==> src/rtl/mem_bus_if.sv <==
// Registered memory-access sequencer: turns level-held READ/WRITE strobes into one M_REQ/M_ACK transaction each.
// Optional macro MEM_BUS_TIMEOUT_EN adds a wait counter that aborts an unacknowledged access with an ERR pulse.
module mem_bus_if #(
    parameter int ADDR_WIDTH = 26,
    parameter int DATA_WIDTH = 32,
    parameter int TIMEOUT    = 15
) (
    input  logic                  CLK,
    input  logic                  RST,
    input  logic                  READ,
    input  logic                  WRITE,
    input  logic [ADDR_WIDTH-1:0] ADDR,
    input  logic [DATA_WIDTH-1:0] WDATA,
    output logic [DATA_WIDTH-1:0] RDATA,
    output logic                  BUSY,
    output logic                  DONE,
    output logic                  ERR,
    output logic                  M_REQ,
    output logic                  M_WE,
    output logic [ADDR_WIDTH-1:0] M_ADDR,
    output logic [DATA_WIDTH-1:0] M_WDATA,
    input  logic [DATA_WIDTH-1:0] M_RDATA,
    input  logic                  M_ACK
);

    localparam logic [1:0] ST_IDLE   = 2'd0;
    localparam logic [1:0] ST_ACCESS = 2'd1;
    localparam logic [1:0] ST_DONE   = 2'd2;
`ifdef MEM_BUS_TIMEOUT_EN
    localparam logic [1:0] ST_ERR    = 2'd3;
    localparam int CNT_W = (TIMEOUT > 1) ? $clog2(TIMEOUT) : 1;
    logic [CNT_W-1:0] cnt_q, cnt_d;
`endif

    logic [1:0]            state_q, state_d;
    logic [1:0]            last_op_q, last_op_d;
    logic [DATA_WIDTH-1:0] rdata_q, rdata_d;
    logic [ADDR_WIDTH-1:0] addr_q, addr_d;
    logic [DATA_WIDTH-1:0] wdata_q, wdata_d;
    logic                  we_q, we_d;
    logic                  req_q, busy_q, done_q, err_q;

    logic [1:0] op;
    logic       op_valid;
    logic       start;

    assign op       = {READ, WRITE};
    assign op_valid = (op == 2'b10) || (op == 2'b01);
    // A held strobe matches last_op and is not restarted; a no-op re-arms it.
    assign start    = op_valid && (op != last_op_q);

    always_comb begin
        state_d   = state_q;
        last_op_d = op_valid ? last_op_q : 2'b00;
        rdata_d   = rdata_q;
        addr_d    = addr_q;
        wdata_d   = wdata_q;
        we_d      = we_q;
`ifdef MEM_BUS_TIMEOUT_EN
        cnt_d     = cnt_q;
`endif
        case (state_q)
            ST_IDLE: begin
                if (start) begin
                    addr_d    = ADDR;
                    wdata_d   = WDATA;
                    we_d      = (op == 2'b01);
                    last_op_d = op;
`ifdef MEM_BUS_TIMEOUT_EN
                    cnt_d     = '0;
`endif
                    state_d   = ST_ACCESS;
                end
            end
            ST_ACCESS: begin
                if (M_ACK) begin
                    if (!we_q) begin
                        rdata_d = M_RDATA;
                    end
                    state_d = ST_DONE;
                end else begin
`ifdef MEM_BUS_TIMEOUT_EN
                    if (cnt_q == CNT_W'(TIMEOUT - 1)) begin
                        state_d = ST_ERR;
                    end else begin
                        cnt_d = cnt_q + 1'b1;
                    end
`endif
                end
            end
            ST_DONE: state_d = ST_IDLE;
            default: state_d = ST_IDLE;
        endcase
    end

    always_ff @(posedge CLK) begin
        if (RST) begin
            state_q   <= ST_IDLE;
            last_op_q <= 2'b00;
            rdata_q   <= '0;
            addr_q    <= '0;
            wdata_q   <= '0;
            we_q      <= 1'b0;
            req_q     <= 1'b0;
            busy_q    <= 1'b0;
            done_q    <= 1'b0;
            err_q     <= 1'b0;
`ifdef MEM_BUS_TIMEOUT_EN
            cnt_q     <= '0;
`endif
        end else begin
            state_q   <= state_d;
            last_op_q <= last_op_d;
            rdata_q   <= rdata_d;
            addr_q    <= addr_d;
            wdata_q   <= wdata_d;
            we_q      <= we_d;
            // Status outputs are decoded from the next state so they align with it.
            req_q     <= (state_d == ST_ACCESS);
            busy_q    <= (state_d != ST_IDLE);
            done_q    <= (state_d == ST_DONE);
`ifdef MEM_BUS_TIMEOUT_EN
            err_q     <= (state_d == ST_ERR);
            cnt_q     <= cnt_d;
`else
            err_q     <= 1'b0;
`endif
        end
    end

    assign RDATA   = rdata_q;
    assign BUSY    = busy_q;
    assign DONE    = done_q;
    assign ERR     = err_q;
    assign M_REQ   = req_q;
    assign M_WE    = we_q;
    assign M_ADDR  = addr_q;
    assign M_WDATA = wdata_q;

endmodule

==> config.mk <==
export PLATFORM = sky130hd
export DESIGN_NAME = mem_bus_if
export DESIGN_NICKNAME = d
export VERILOG_FILES = /design/src/rtl/mem_bus_if.sv
export SDC_FILE = /design/constraint.sdc
export NUM_CORES = 1
export LEC_CHECK = 0
export ABC_AREA = 1
export CAP_MARGIN = 10
export CORE_UTILIZATION = 37
export CTS_CLUSTER_SIZE = 30
export DETAILED_ROUTE_END_ITERATION = 10
export GPL_TIMING_DRIVEN = 0
export PLACE_DENSITY = 0.76
export SETUP_SLACK_MARGIN = 0.05
export SYNTH_ARGS = -nofsm -noshare
export SYNTH_HDL_FRONTEND = slang
export SYNTH_SLANG_ARGS = --single-unit
export TNS_END_PERCENT = 20
==> constraint.sdc <==
create_clock -name CLK -period 1.4 [get_ports CLK]
set_clock_uncertainty 0.1 [all_clocks]
set_input_delay 0.35 -clock CLK [delete_from_list [all_inputs] [get_ports CLK]]
set_output_delay 0.35 -clock CLK [all_outputs]
set_load 0.01 [all_outputs]
==> summary.md <==
| Metric | Value |
|---|---|
| Dpl ws | -767 ps |
| Failing checks | negative setup slack |
| Synth Flop Type | dfxtp_1 |
| Post-synth EDFFs | 0 |
| Status | complete, but fails checks |
| Hold path startpoint | RST |
| Count leader, synth | nand2_1 |
| Setup TNS | -31.2 ps |
| Syn nets | between 600 and 700 |
| GP Congestion | ~0.84 |
| RSZ-0062 raised after global routing | true |
| Clock Path Buffers | 2 |
| Critical Path RT | 1560 ps |
| Diode count | 0 |
| DRT iter0 DRCs | around 230 |
| Final min period | ~1400 ps |
| Post-synth top area share | 0.480 |
| Routed wire length | 12700 microns |
| Seq/Total Area, Yosys | 0.480 |
| Reg2Reg Setup Slack | -20 ps |
| Io pins | 190 |
| Yosys warns | 0 |
| Maxcap violations | 0 |
| Starting Density | 0.379 |
| Reg power frac | 0.438 |
| Final Cycle Share | 1.01 |
| Final setup vio count | 3 |
| First-pass GRT wire length | 18900 microns |
| Area Overhead vs Synth | 59.9% |
| Mean Syn Cell Area | 7.13 sq um |
| P_sw | around 2.3 mW |
| Final net count | a little under 900 |
| Share of cells above drive strength 1 | 0.341 |
| Min-Delay Path Depth | 2 |
| Worst-path clk slew | 90 ps |
| Share of synthesized registers carrying an async set or reset | 0 |
| Clk network pwr share | 0.248 |
| Wire per inst | between 10 and 15 microns |
| Cells after Synth | 574 |
| Commonest cells post-synth | 104 x nand2_1, 98 x dfxtp_1, 93 x a21oi_1, 92 x nand3_1, 70 x inv_1 |
| CP arrival | between 1500 and 2000 ps |
| Number of clock buffers inserted by TritonCTS | 9 |
| Number of global-route vias before repair | 4157 |
| Core area | 10800 sq um |
| Critical setup path kind | in -> reg |
| Worst hold path class | in -> reg |
| Slew Limit Fails | 0 |
| Crit. Startpoint | WRITE |
| Number of remaining DRC errors | 0 |
| Later-pin clock latency in the skew report | roughly 350 ps |
| Unique masters post-synth | 17 |
| R2r endpoint | M_ADDR[24] |
| Sw frac | 0.300 |
| Vias per cell | 4.77 |
| H-Tree Depth | 3 |
| Die Y | 107 microns |
| Crit Path Max Fanout | 7 |
| Synth top area cells | dfxtp_1 48%, a21oi_1 11%, nand3_1 11%, nand2_1 9.5%, inv_1 6.4% |
| Power density over cell area | 1150 nW/um^2 |
| Post-DRT Antenna Nets | 0 |
| Largest net degree at the start of global routing | 15 |
| CP endpoint kind | flop |
| Worst r2r src | state_q[0] |
| CTS tree | yes |
| Grt ovf | 0 |
| Worst VDD drop | 0.000503 V |
| Die area | 11500 sq um |
| Reg area | slightly above 2000 sq um |
| Crit path launch type | input pin |
| Initial antenna violation count | 0 |
| Multi-input gate area | 1780 sq um |
| Final Hold Fails | 0 |
| Pre-antenna DRT Iters | 4 |
| Number of I/O port buffers | between 150 and 200 |
| Final Core Density | 0.606 |
| # fillers | 1012 |
| Hold Path Sink | RDATA[14] |
| GR Util All Layers | 0.207 |
| Post-CTS Hold Fix Bufs | 0 |
| Worst reg2reg path depth | 9 |
| Hpwl dp | 9080 microns |
| Root Buffer | clkbuf_8 |
| P_int | 5.29 mW |
| Number of cell rows | 38 |
| Combinational Power Share | 0.314 |
| Max Freq | 707 MHz |
| Synth area leader | dfxtp_1 |
| Clk sinks | 98 |
| Yosys reg bits | 98 |
| Post-Syn Area | 4090 sq um |
| Lkg Pwr | between 3 and 4 nW |
| Final worst setup slack | -15.4 ps |
| Vias | 4422 |
| DIE WIDTH | roughly 110 microns |
[state kept, by name (all words and copies together), names as in the netlist]
name,count
last_op_q,2
M_WDATA,32
M_REQ,1
M_ADDR,26
RDATA,32
M_WE,1
state_q,2
BUSY,1
DONE,1
[through the flow]
stage	cell area, sq um	power (mW)	cells	hold WS (ps)
finish	6540	7.55	928	242
global route	6540	7.96	928	244
CTS	6320	7.40	922	222
detailed placement	6200	5.51	901	355
global placement	6200	5.45	901	347
floorplan	4150	4.43	574	386
[worst max-delay path, cell delays in order]
cell	delay, ps
clkdlybuf4s15_2	220
ha_4	260
nor2_4	160
buf_6	130
buf_16	130
buf_8	120
nand3_2	70
nand2_1	70
nor2_1	50
[timing repair]
action	in CTS	in global routing
buffers inserted	4	1
cloned	2	5
pin swaps	18	21
gates resized for setup	504	49
setup endpoints to repair	186	94
[placed cells by master, fill, tap and decap left out, drive strengths merged]
cell type and count:
clkdlybuf4s50 90, nand2 104, clkdlybuf4s15 1, clkinv 1
ha 2, o21ai 1, dlygate4sd2 1, a21oi 93
dfxtp 98, a211oi 1, clkbuf 24, nand3 92
inv 72, conb 1, nor2 64, buf 142
bufinv 1
[how the worst max path moves through the flow]
stage | to | depth (start not counted)
global route | M_ADDR[24] | 9
floorplan | M_ADDR[0] | 8
finish | M_ADDR[24] | 9
global placement | M_WDATA[15] | 10
detailed placement | M_WDATA[15] | 10
CTS | M_WDATA[11] | 1
[per-layer routing]
layer  routed length [microns]  up-vias  global-route usage
met4                       102        0              0.0587
met3                      1170        8              0.0675
met1                      5100     2025               0.233
met5                         0        -                   0
li1                          -     2225                   -
met2                      6350      164               0.371
[layout make-up]
cell class | instances | area share
Buffer | 46 | 0.0685
Clock buffer | 13 | 0.0258
Clock inverter | 2 | 0.00536
Inverter | 72 | 0.0413
Multi-Input combinational cell | 358 | 0.272
Sequential cell | 98 | 0.314
Tap cell | 140 | 0.0268
Timing Repair Buffer | 199 | 0.246
[power by group through the flow]
stage	combinational [mW]	sequential (mW)	clock (mW)
after floorplan	0.998	3.43	0
final	2.37	3.31	1.87
after CTS	2.17	3.29	1.93
after detailed placement	2.20	3.31	0
after global placement	2.15	3.30	0
after global routing	2.57	3.34	2.05
[cell families (layout without fill, tap and decap cells)]
group	after synthesis	after routing	share of synthesized area
adders and majority gates	2	2	0.00612
AOI/OAI and AO/OA	95	95	0.117
other	1	1	0.000917
DFF	98	98	0.480
and+or+nand+nor	260	260	0.269
buffers and inverters	118	332	0.128
No activity file was read; power rests on OpenSTA's default activity.
